**src/rtl/fir_filter_core.sv**
```systemverilog
// fir_filter_core: direct-form N-tap FIR on a signed M-bit sample stream.
// One sample per clock, no handshake; y is registered and reflects the
// sample captured on the same edge.
// Optional: define FIR_SATURATE_EN to clamp the scaled accumulator to the
// M-bit signed range; otherwise the low M bits are taken (two's-complement wrap).
module fir_filter_core #(
  parameter int                 N      = 8,
  parameter int                 M      = 8,
  parameter logic [N*M-1:0]     COEFFS = {N{{{(M-1){1'b0}}, 1'b1}}},
  parameter int                 SHIFT  = 3
) (
  input  logic                 clk,
  input  logic                 reset,
  input  logic signed [M-1:0]  x,
  output logic signed [M-1:0]  y
);

  localparam int AW = 2*M + $clog2(N);

  // Only N-1 history registers are stored: the oldest delay stage would be
  // shifted in but never multiplied, so it has no effect on y.
  logic signed [M-1:0]    d     [N-1];
  logic signed [M-1:0]    taps  [N];
  logic signed [2*M-1:0]  prods [N];
  logic signed [AW-1:0]   acc;
  logic signed [AW-1:0]   shifted;
  logic signed [M-1:0]    y_next;

  // Tap vector: current input followed by the pre-shift history.
  always_comb begin
    taps[0] = x;
    for (int k = 1; k < N; k++) begin
      taps[k] = d[k-1];
    end
  end

  // Signed MxM products summed into a sign-extended accumulator that cannot overflow.
  always_comb begin
    acc = '0;
    for (int k = 0; k < N; k++) begin
      prods[k] = taps[k] * $signed(COEFFS[k*M +: M]);
      acc      = acc + AW'(prods[k]);
    end
  end

  // Arithmetic shift floors toward negative infinity.
  always_comb begin
    shifted = acc >>> SHIFT;
  end

`ifdef FIR_SATURATE_EN
  localparam logic signed [AW-1:0] Y_MAX = {{(AW-M+1){1'b0}}, {(M-1){1'b1}}};
  localparam logic signed [AW-1:0] Y_MIN = {{(AW-M+1){1'b1}}, {(M-1){1'b0}}};

  // Clamp the scaled sum into the representable output range.
  always_comb begin
    y_next = shifted[M-1:0];
    if (shifted > Y_MAX) begin
      y_next = Y_MAX[M-1:0];
    end else if (shifted < Y_MIN) begin
      y_next = Y_MIN[M-1:0];
    end
  end
`else
  logic unused_hi;

  // Wrap: keep the low M bits; the discarded upper bits are intentionally dropped.
  always_comb begin
    y_next    = shifted[M-1:0];
    unused_hi = ^shifted[AW-1:M];
  end
`endif

  // Delay line and output register; reset clears all history.
  always_ff @(posedge clk) begin
    if (!reset) begin
      for (int k = 0; k < N-1; k++) begin
        d[k] <= '0;
      end
      y <= '0;
    end else begin
      d[0] <= x;
      for (int k = 1; k < N-1; k++) begin
        d[k] <= d[k-1];
      end
      y <= y_next;
    end
  end

endmodule

```
**config.mk**
```make
export PLATFORM = sky130hd
export DESIGN_NAME = fir_filter_core
export DESIGN_NICKNAME = d
export VERILOG_FILES = /design/src/rtl/fir_filter_core.sv
export SDC_FILE = /design/constraint.sdc
export NUM_CORES = 1
export LEC_CHECK = 0
export BUFFER_PORTS_ARGS = -buffer_cell sky130_fd_sc_hd__buf_2
export CORE_ASPECT_RATIO = 1.75
export CORE_UTILIZATION = 50
export DETAILED_ROUTE_END_ITERATION = 10
export GPL_TIMING_DRIVEN = 0
export PLACE_DENSITY = 0.65
export SLEW_MARGIN = 15
export SYNTH_ARGS = -nofsm -noshare
export SYNTH_HDL_FRONTEND = slang
export SYNTH_SLANG_ARGS = --single-unit
```
**constraint.sdc**
```tcl
create_clock -name clk -period 14.58 [get_ports clk]
set_input_delay 2.187 -clock clk [delete_from_list [all_inputs] [get_ports clk]]
set_output_delay 2.187 -clock clk [all_outputs]
set_load 0.05 [all_outputs]
```
Word-level counts from Yosys, hierarchy flattened:

Memories as Yosys holds them, arrays and structs flattened.
Cells that the tools add are included.

* memories: 1
* word-level logic and storage cells: 25
* register bits after elaboration: 8
* output and inout port bits: 8
* RAM bits: 56

Memories
* d: words 7, width 8, read ports 7, clocked after memory_dff 0, write ports 7, RTL line 22 `logic signed [M-1:0] d [N-1];`

* muxes and demuxes: 9
* bitwise operators: 7
* add/subtract/negate cells: 7

Operators with widths (number)
* $mux W8: 7
* $add A11 B8 Y11: 4
* $add A10 B8 Y11: 1
* $add A9 B8 Y10: 1
* $add A8 B8 Y9: 1
* $or A1 B1 Y1: 7
* $mux W1: 2

Longest topological paths before layout:

Gate-level depths: netlist of the first run.

* depth in word-level cells: 7
* depth in mapped cells: 15
* mapped depth without buffers: 15

Least setup slack after synthesis of the first run:

OpenSTA, ideal clock, no wires.

* path kind: in2reg
* start: in x[3]
* end: reg y[7]
* stages: 13
* setup time: 123 ps
* setup slack: 8458 ps
* data arrival time: 5998 ps
* required time: 14457 ps
* cell sequence: inv_1 > fa_1 > inv_1 > fa_1 > fa_1 > inv_1 > fa_1 > inv_1 > fa_1 > a211o_1 > a2111oi_4 > o21bai_1 > mux2_1

* word-level cells in the longest chain between the ends: 7

RTL lines
* start: declaration: RTL line 14 `input logic signed [M-1:0] x,`
* $add A8 B8 Y9: RTL line 42 `acc = acc + AW'(prods[k]);`
* $add A9 B8 Y10: RTL line 42
* $add A10 B8 Y11: RTL line 42
* $add A11 B8 Y11 (4 in series): RTL line 42
* end signal: assignment: RTL line 86 `y <= y_next;`
* end: declaration: RTL line 15 `output logic signed [M-1:0] y`

No other way between the ends.
A chain may end at the register's enable or synchronous reset.

Worst setup path after layout of the first run:

Ends and elaborated chain as after synthesis.

==> results of run 1 <==
## registers in the layout (all words and copies together) (netlist names)
signal	count
d	56
y	8
## cell families after synthesis
group	share of synthesized area, %
adder cells (fa/ha/maj)	31.1
multiplexers	0.587
AO/OA/AOI/OAI	4.25
XOR/XNOR	1.21
flip-flops	35.4
AND/OR/NAND/NOR	14.6
buffers and inverters	12.9
## per-layer routing
layer  share of wire [%]  GRT usage (%)  up-vias
met3                 2.4           5.38        8
li1                    -              -     1075
met5                   0              0        -
met4                 2.1           10.2        0
met1                  37           19.5     1100
met2                  58           36.8       21
## critical path: cells and delay by family
family	cells	cell delay, ns
AO/OA/AOI/OAI	3	0.87
multiplexers	1	0.31
buffers and inverters	5	0.33
adder cells (fa/ha/maj)	5	2.61
## how the worst max path moves through the flow
stage,cells past startpoint,endpoint,startpoint
6_report,14,y[7]$_SDFF_PN0_,x[3]
2_1_floorplan,13,y[7]$_SDFF_PN0_,x[3]
3_3_place_gp,14,y[7]$_SDFF_PN0_,x[3]
4_1_cts,14,y[7]$_SDFF_PN0_,x[3]
3_5_place_dp,14,y[7]$_SDFF_PN0_,x[3]
5_1_grt,14,y[7]$_SDFF_PN0_,x[3]
## final cells by class
class / instances / share of cell area, %
Clock inverter: 3 / 1.04
Buffer: 8 / 0.733
Tap cell: 84 / 2.57
Sequential cell: 64 / 31.3
Clock buffer: 13 / 5.86
Multi-Input combinational cell: 167 / 45.7
Timing Repair Buffer: 17 / 2.08
Inverter: 117 / 10.7
## metrics by stage
stage | utilization [%] | total power, uW | cell area (um^2)
finish | 58.9 | 544 | 4100
global route | 58.9 | 577 | 4100
CTS | 58.9 | 552 | 4100
detailed placement | 54.8 | 343 | 3810
global placement | 54.8 | 340 | 3810
floorplan | - | 312 | 3620
## where the power goes
group          switching [uW]  internal [uW]
combinational            93.6           53.9
sequential               3.56            188
clock                    73.2            132
## placed cells by master, fill, tap and decap left out, types with 2 or more instances in the layout
cell type / instances
a211o_1: 2
a211o_2: 2
a21oi_1: 3
a311o_1: 2
and2_1: 61
buf_2: 17
clkbuf_1: 12
clkbuf_16: 9
dfxtp_1: 64
fa_1: 50
ha_1: 10
inv_1: 117
nand3_1: 4
nand3b_1: 4
nor2b_1: 3
o21ai_0: 2
xnor2_1: 2
xor2_1: 3
==> impl_metrics.env, run 1 <==
export IMPL_r2r_start="d[2][11]$_SDFF_PN0_"
export IMPL_seq_area_frac_synth_pct=35.4
export IMPL_viasPerCell=4.66
export IMPL_start_kind="primary input"
export IMPL_crit_required_ns=14.80
export IMPL_multiInputGateArea_um2=1870
export IMPL_tightest_slew_ns=0.562
export IMPL_cts_resized=0
export IMPL_nFillCells=623
export IMPL_drtIter0Drc=64
export IMPL_crit_type="primary input to register"
export IMPL_synthArstFlopShare_pct=0
export IMPL_dp_slack_ns=8.13
export IMPL_path_common_cell="fa_1"
export IMPL_hold_viol_final=0
export IMPL_cp_end_kind="register"
export IMPL_rsz0062_at_grt="no"
export IMPL_ys_warn_count=0
export IMPL_ys_flop_type="dfxtp_1"
export IMPL_r2r_end="y[7]$_SDFF_PN0_"
export IMPL_antenna_left=0
export IMPL_seq_area_um2=1280
export IMPL_clk_latency_ns=0.33
export IMPL_finalSetupTns_ns=0
export IMPL_ff2ff_setup_slack_ns=10.17
export IMPL_pin_count=18
export IMPL_area_delta_synth_final_pct=13.1
export IMPL_report_final_slew_viol_count=0
export IMPL_fp_dieH_um=115
export IMPL_finalWorstSetupSlack_ns=8.50
export IMPL_grt_overflow=0
export IMPL_cap_viol_max_count=0
export IMPL_avgSynthCellArea_um2=10.2
export IMPL_remaining_drc_errors=0
export IMPL_post_route_period_util_pct=41.7
export IMPL_nets=454
export IMPL_worst_r2r_cell_count=13
export IMPL_cts_inserted_buffers=9
export IMPL_dieArea_um2=7600
export IMPL_grt_max_degree=11
export IMPL_synth_area_leaders="dfxtp_1, fa_1, inv_1, and2_1, ha_1"
export IMPL_synth_top_cell_by_area="dfxtp_1"
export IMPL_drt_first_pass_iters=4
export IMPL_synth_top_area_share_pct=35.4
export IMPL_post_drt_wl_per_cell_um=12.7
export IMPL_clock_skew_ns=0.00716
export IMPL_p_leak_uw=0.00195
export IMPL_min_period_ns=6.08
export IMPL_track_usage_pct=19.9
export IMPL_io_buffers=17
export IMPL_netlist_area_um2=3620
export IMPL_cts_hold_buf=0
export IMPL_gp_congestion=0.803
export IMPL_antenna_cells=0
export IMPL_max_stage_delay_ns=0.57
export IMPL_setup_viol=0
export IMPL_netlist_instances=356
export IMPL_final_cells=473
export IMPL_via_count=2204
export IMPL_dp_hpwl_um=4620
export IMPL_min_to="d[2][0]$_SDFF_PN0_"
export IMPL_die_width_um=66.4
export IMPL_ys_ff_latch=64
export IMPL_hold_depth=1
export IMPL_holdWs_ns=0.454
export IMPL_ir_worst_vdd_uv=72.8
export IMPL_routed_wl_um=6010
export IMPL_grt_pass1_vias=2424
export IMPL_cp_max_fo=3
export IMPL_clock_sinks=64
export IMPL_cp_arrival_ns=6.30
export IMPL_core_area_um2=6960
export IMPL_dp_cells=457
export IMPL_hold_start="d[1][8]$_SDFF_PN0_"
export IMPL_grt_pass1_wl_um=10800
export IMPL_initial_core_util_pct=52.1
export IMPL_outcome="completed"
export IMPL_max_freq_mhz=164
export IMPL_synth_commonest_cells="inv_1, dfxtp_1, and2_1"
export IMPL_post_cts_setup_buffers=0
export IMPL_core_rowCount=40
export IMPL_slowest_stage="fa_1"
export IMPL_synth_cell_types=35
export IMPL_cts_tree="done"
export IMPL_ctsRootBufferMaster="clkbuf_16"
export IMPL_cts_htree_levels=3
export IMPL_hold_class="register to register"
export IMPL_synth_nets=426
export IMPL_cts_max_path_buffers=2
export IMPL_synth_most_common_cell="inv_1"
export IMPL_antenna_found_initial=0
export IMPL_max_slew_margin_pct=62.5
export IMPL_path_clk_slew_ns=0.05
export IMPL_drive_above_1_share_pct=8.48
export IMPL_synth_edf_count=0
export IMPL_p_per_area_nw_per_um2=133
export IMPL_path_cells="buf_2 -> inv_1 -> fa_1 -> inv_1 -> fa_1 -> fa_1 -> inv_1 -> fa_1 -> inv_1 -> fa_1 -> a211o_1 -> a2111oi_4 -> o21bai_1 -> mux2_1"
Note: power is estimated with default switching activity, not from simulation.
==> inputs of run 2 (changes only) <==
--- a/config.mk
+++ b/config.mk
@@ -10,7 +10,7 @@
 export CORE_UTILIZATION = 50
 export DETAILED_ROUTE_END_ITERATION = 10
 export GPL_TIMING_DRIVEN = 0
-export PLACE_DENSITY = 0.65
+export PLACE_DENSITY = 0.68
 export SLEW_MARGIN = 15
 export SYNTH_ARGS = -nofsm -noshare
 export SYNTH_HDL_FRONTEND = slang
==> constraint.sdc (replaced) <==
create_clock -name clk -period 5.2 [get_ports clk]
set_input_delay 0.78 -clock clk [delete_from_list [all_inputs] [get_ports clk]]
set_output_delay 0.78 -clock clk [all_outputs]
set_load 0.05 [all_outputs]
==> run 2 against run 1 <==
Compared with the run above: routed wire length rose by 1.5%; critical endpoint unchanged; first-iteration DRC count rose by 20%; global-route usage rose by 0.40 points; sequential power rose to 2.8 times the previous value; flip-flop and latch count did not move; sequential share of layout area barely moved; via count rose by 1.1%; critical path type unchanged; final area rose by 0.15%.
==> impl_metrics.env, run 2 (synthesized netlist as in run 1, its figures left out) <==
export IMPL_finalSetupTns_ns=0
export IMPL_final_common_cell="inv_1"
export IMPL_max_stage_delay_ns=0.55
export IMPL_gp_congestion=0.811
export IMPL_crit_type="primary input to register"
export IMPL_dieArea_um2=7600
export IMPL_antenna_left=0
export IMPL_initial_core_util_pct=52.1
export IMPL_slowest_stage="fa_1"
export IMPL_setup_viol=0
export IMPL_cts_tree="done"
export IMPL_clk_latency_ns=0.34
export IMPL_r2r_start="d[2][11]$_SDFF_PN0_"
export IMPL_cts_resized=0
export IMPL_hold_class="register to register"
export IMPL_drtIter0Drc=77
export IMPL_grt_max_degree=11
export IMPL_report_final_slew_viol_count=0
export IMPL_drt_first_pass_iters=4
export IMPL_cts_inserted_buffers=9
export IMPL_hold_start="d[0][9]$_SDFF_PN0_"
export IMPL_clock_sinks=64
export IMPL_start_kind="primary input"
export IMPL_max_slew_margin_pct=62.9
export IMPL_core_area_um2=6960
export IMPL_die_width_um=66.4
export IMPL_pin_count=18
export IMPL_nFillCells=616
export IMPL_swShare_pct=31.0
export IMPL_combPwrFrac_pct=26.9
export IMPL_pwr_share_clk_pct=38.1
export IMPL_routed_wl_um=6110
export IMPL_area_delta_synth_final_pct=13.2
export IMPL_p_per_area_nw_per_um2=373
export IMPL_min_period_ns=4.62
export IMPL_post_cts_setup_buffers=0
export IMPL_finalWorstSetupSlack_ns=0.583
export IMPL_drive_above_1_share_pct=8.76
export IMPL_ir_worst_vdd_uv=327
export IMPL_post_drt_wl_per_cell_um=12.9
export IMPL_track_usage_pct=20.3
export IMPL_cts_max_path_buffers=2
export IMPL_sequentialPowerShare_pct=35.0
export IMPL_clock_skew_ns=0.00675
export IMPL_largest_reg_flops=56
export IMPL_post_route_period_util_pct=88.8
export IMPL_cp_top_family="adder cells"
export IMPL_fp_dieH_um=115
export IMPL_cap_viol_max_count=0
export IMPL_power_uw=1530
export IMPL_p_int_uw=1060
export IMPL_remaining_drc_errors=0
export IMPL_cp_end_kind="register"
export IMPL_path_common_cell="fa_1"
export IMPL_nets=454
export IMPL_antenna_cells=0
export IMPL_core_rowCount=40
export IMPL_cp_max_fo=3
export IMPL_final_cell_mix="inv_1, dfxtp_1, and2_1, fa_1, buf_2"
export IMPL_cp_arrival_ns=4.83
export IMPL_path_clk_slew_ns=0.05
export IMPL_antenna_found_initial=0
export IMPL_hold_viol_final=0
export IMPL_path_cells="buf_2 -> inv_1 -> fa_1 -> inv_1 -> fa_1 -> fa_1 -> inv_1 -> fa_1 -> inv_1 -> fa_1 -> a211o_1 -> a2111oi_4 -> o21bai_1 -> mux2_1"
export IMPL_critical_path_n_buffers_inverters=5
export IMPL_grt_pass1_wl_um=10800
export IMPL_grt_overflow=0
export IMPL_viasPerCell=4.72
export IMPL_top_register="d"
export IMPL_cts_hold_buf=0
export IMPL_via_count=2229
export IMPL_io_buffers=17
export IMPL_rsz0062_at_grt="no"
export IMPL_max_freq_mhz=217
export IMPL_cts_htree_levels=3
export IMPL_ctsRootBufferMaster="clkbuf_16"
export IMPL_dp_hpwl_um=4640
export IMPL_dp_slack_ns=0.205
export IMPL_reg_largest_list="d: 56 flops, y: 8 flops"
export IMPL_p_switching_uw=475
export IMPL_holdWs_ns=0.451
export IMPL_p_leak_uw=0.00196
export IMPL_tightest_slew_ns=0.556
export IMPL_crit_start="x[3]"
export IMPL_outcome="completed"
export IMPL_crit_required_ns=5.42
export IMPL_grt_pass1_vias=2487
-- run 2: cell type report --
type / instances / area [um^2] / share of cell area (%)
multi-input combinational: 167 / 1870 / 45.7
sequential: 64 / 1280 / 31.2
inverter: 117 / 439 / 10.7
clock buffer: 12 / 246 / 6.01
tap: 84 / 105 / 2.56
timing repair buffer: 17 / 85.1 / 2.07
clock inverter: 3 / 42.5 / 1.04
buffer: 8 / 30.0 / 0.732
-- run 2: power by group through the flow --
stage / logic [uW] / clock network (uW) / registers [uW]
finish: 411 / 583 / 536
global route: 464 / 617 / 539
CTS: 418 / 599 / 537
detailed placement: 415 / 0 / 547
global placement: 406 / 0 / 546
floorplan: 239 / 0 / 636
-- run 2: metal layers --
layer  track usage (%)  vias to the layer above  share of wire [%]
met5                 0                        -                  0
met4              13.9                        0                4.1
met3              4.78                       18                2.9
met2              37.3                       26                 58
met1              19.0                     1109                 35
li1                  -                     1076                  -
-- run 2: worst paths after layout --
check / slack (ns) / endpoint / cells after the start
worst max-delay path: 0.58 / y[7]$_SDFF_PN0_ / 14
worst min-delay path: 0.45 / d[1][1]$_SDFF_PN0_ / 1
worst max register to register: 0.84 / y[7]$_SDFF_PN0_ / 13
worst min register to register: 0.45 / d[1][1]$_SDFF_PN0_ / 1
-- run 2: through the flow --
| step | instances | utilization, % | area, um^2 |
|---|---|---|---|
| final | 472 | 59.0 | 4100 |
| after global routing | 472 | 59.0 | 4100 |
| after floorplan | 356 | - | 3620 |
| after detailed placement | 457 | 54.8 | 3810 |
| after global placement | 457 | 54.8 | 3810 |
| after CTS | 472 | 59.0 | 4100 |
==> inputs of run 3 (changes only) <==
--- a/config.mk
+++ b/config.mk
@@ -8,9 +8,11 @@
 export BUFFER_PORTS_ARGS = -buffer_cell sky130_fd_sc_hd__buf_2
 export CORE_ASPECT_RATIO = 1.75
 export CORE_UTILIZATION = 50
+export CTS_BUF_LIST = sky130_fd_sc_hd__clkbuf_8 sky130_fd_sc_hd__clkbuf_16
 export DETAILED_ROUTE_END_ITERATION = 10
 export GPL_TIMING_DRIVEN = 0
 export PLACE_DENSITY = 0.68
+export SKIP_LAST_GASP = 1
 export SLEW_MARGIN = 15
 export SYNTH_ARGS = -nofsm -noshare
 export SYNTH_HDL_FRONTEND = slang
==> run 3 against run 2 <==
Compared with the run above: setup slack got worse by 0.0021 ns; routed wire length increased by 0.13%; die area unchanged; clock power about the same; register-to-register slack about the same; critical path type unchanged; largest cell class unchanged.
==> impl_metrics.env, run 3 (synthesized netlist as in run 1, its figures left out) <==
export IMPL_p_per_area_nw_per_um2=373
export IMPL_clock_sinks=64
export IMPL_via_count=2233
export IMPL_largest_reg_flops=56
export IMPL_ctsRootBufferMaster="clkbuf_16"
export IMPL_final_cell_mix="inv_1, dfxtp_1, and2_1, fa_1, buf_2"
export IMPL_fin_util_pct=59.0
export IMPL_clk_latency_ns=0.34
export IMPL_hold_start="d[0][9]$_SDFF_PN0_"
export IMPL_path_common_cell="fa_1"
export IMPL_clock_skew_ns=0.00806
export IMPL_io_buffers=17
export IMPL_remaining_drc_errors=0
export IMPL_dp_hpwl_um=4640
export IMPL_hold_class="register to register"
export IMPL_ir_worst_vdd_uv=328
export IMPL_stdcell_area_um2=4100
export IMPL_antenna_cells=0
export IMPL_drive_above_1_share_pct=8.76
export IMPL_hold_viol_final=0
export IMPL_initial_core_util_pct=52.1
export IMPL_tightest_slew_ns=0.558
export IMPL_fp_dieH_um=115
export IMPL_track_usage_pct=20.3
export IMPL_path_cells="buf_2 -> inv_1 -> fa_1 -> inv_1 -> fa_1 -> fa_1 -> inv_1 -> fa_1 -> inv_1 -> fa_1 -> a211o_1 -> a2111oi_4 -> o21bai_1 -> mux2_1"
export IMPL_cts_tree="done"
export IMPL_cp_arrival_ns=4.84
export IMPL_path_clk_slew_ns=0.05
export IMPL_grt_pass1_vias=2486
export IMPL_drtIter0Drc=74
export IMPL_reg_largest_list="d: 56 flops, y: 8 flops"
export IMPL_routed_wl_um=6110
export IMPL_crit_start="x[3]"
export IMPL_gp_congestion=0.811
export IMPL_max_freq_mhz=216
export IMPL_pin_count=18
export IMPL_cts_inserted_buffers=9
export IMPL_finalSetupTns_ns=0
export IMPL_max_slew_margin_pct=62.8
export IMPL_viasPerCell=4.73
export IMPL_core_area_um2=6960
export IMPL_antenna_left=0
export IMPL_cts_resized=0
export IMPL_cts_hold_buf=0
export IMPL_min_period_ns=4.62
export IMPL_grt_overflow=0
export IMPL_post_drt_wl_per_cell_um=13.0
export IMPL_core_rowCount=40
export IMPL_r2r_start="d[2][11]$_SDFF_PN0_"
export IMPL_final_common_cell="inv_1"
export IMPL_post_cts_setup_buffers=0
export IMPL_die_width_um=66.4
export IMPL_report_final_slew_viol_count=0
export IMPL_slowest_stage="fa_1"
export IMPL_cap_viol_max_count=0
export IMPL_power_uw=1530
export IMPL_setup_viol=0
export IMPL_cts_max_path_buffers=2
export IMPL_nets=454
export IMPL_max_stage_delay_ns=0.55
export IMPL_rsz0062_at_grt="no"
export IMPL_post_route_period_util_pct=88.8
export IMPL_cts_htree_levels=3
export IMPL_grt_max_degree=11
export IMPL_antenna_found_initial=0
export IMPL_critical_path_n_buffers_inverters=5
export IMPL_area_delta_synth_final_pct=13.2
export IMPL_dieArea_um2=7600
export IMPL_start_kind="primary input"
export IMPL_cp_top_family="adder cells"
export IMPL_cp_max_fo=3
export IMPL_cp_end_kind="register"
export IMPL_place_area_um2=3810
export IMPL_drt_first_pass_iters=4
export IMPL_crit_required_ns=5.42
export IMPL_grt_pass1_wl_um=10800
export IMPL_crit_type="primary input to register"
export IMPL_top_register="d"
export IMPL_p_leak_uw=0.00197
export IMPL_outcome="completed"
-- run 3: cell types whose count changed in the layout (fill, tap and decap cells not counted), sizes merged --
cell	change
clkbuf	-2
inv	+2
-- run 3: through the flow --
step                std cells  setup WS [ns]  hold slack [ns]
floorplan                 356          0.485            0.430
global placement          457          0.186            0.438
detailed placement        457          0.205            0.441
CTS                       472          0.556            0.452
global route              472          0.392            0.462
finish                    472          0.581            0.451
-- run 3: power breakdown --
group	internal (uW)	switching, uW
clock network	376	205
registers	526	9.85
logic	150	261
total	1050	476
-- run 3: path summary, 6_finish.rpt --
kind,endpoint,slack [ns],cells after the start
min,d[1][1]$_SDFF_PN0_,0.45,1
min reg2reg,d[1][1]$_SDFF_PN0_,0.45,1
max,y[7]$_SDFF_PN0_,0.58,14
max reg2reg,y[7]$_SDFF_PN0_,0.84,13
-- run 3: per-layer routing --
layer  routed length, um  track usage [%]  up-vias
li1                    -                -     1076
met1                2140             19.0     1109
met2                3520             37.3       27
met3                 182             4.78       21
met4                 268             13.9        0
met5                   0                0        -
-- run 3: area by class of cell --
class,count,area (um^2)
timing repair buffer,17,85.1
inverter,117,439
clock buffer,10,239
multi-input combinational,167,1870
clock inverter,5,50.0
fill,616,2850
tap,84,105
sequential,64,1280
buffer,8,30.0
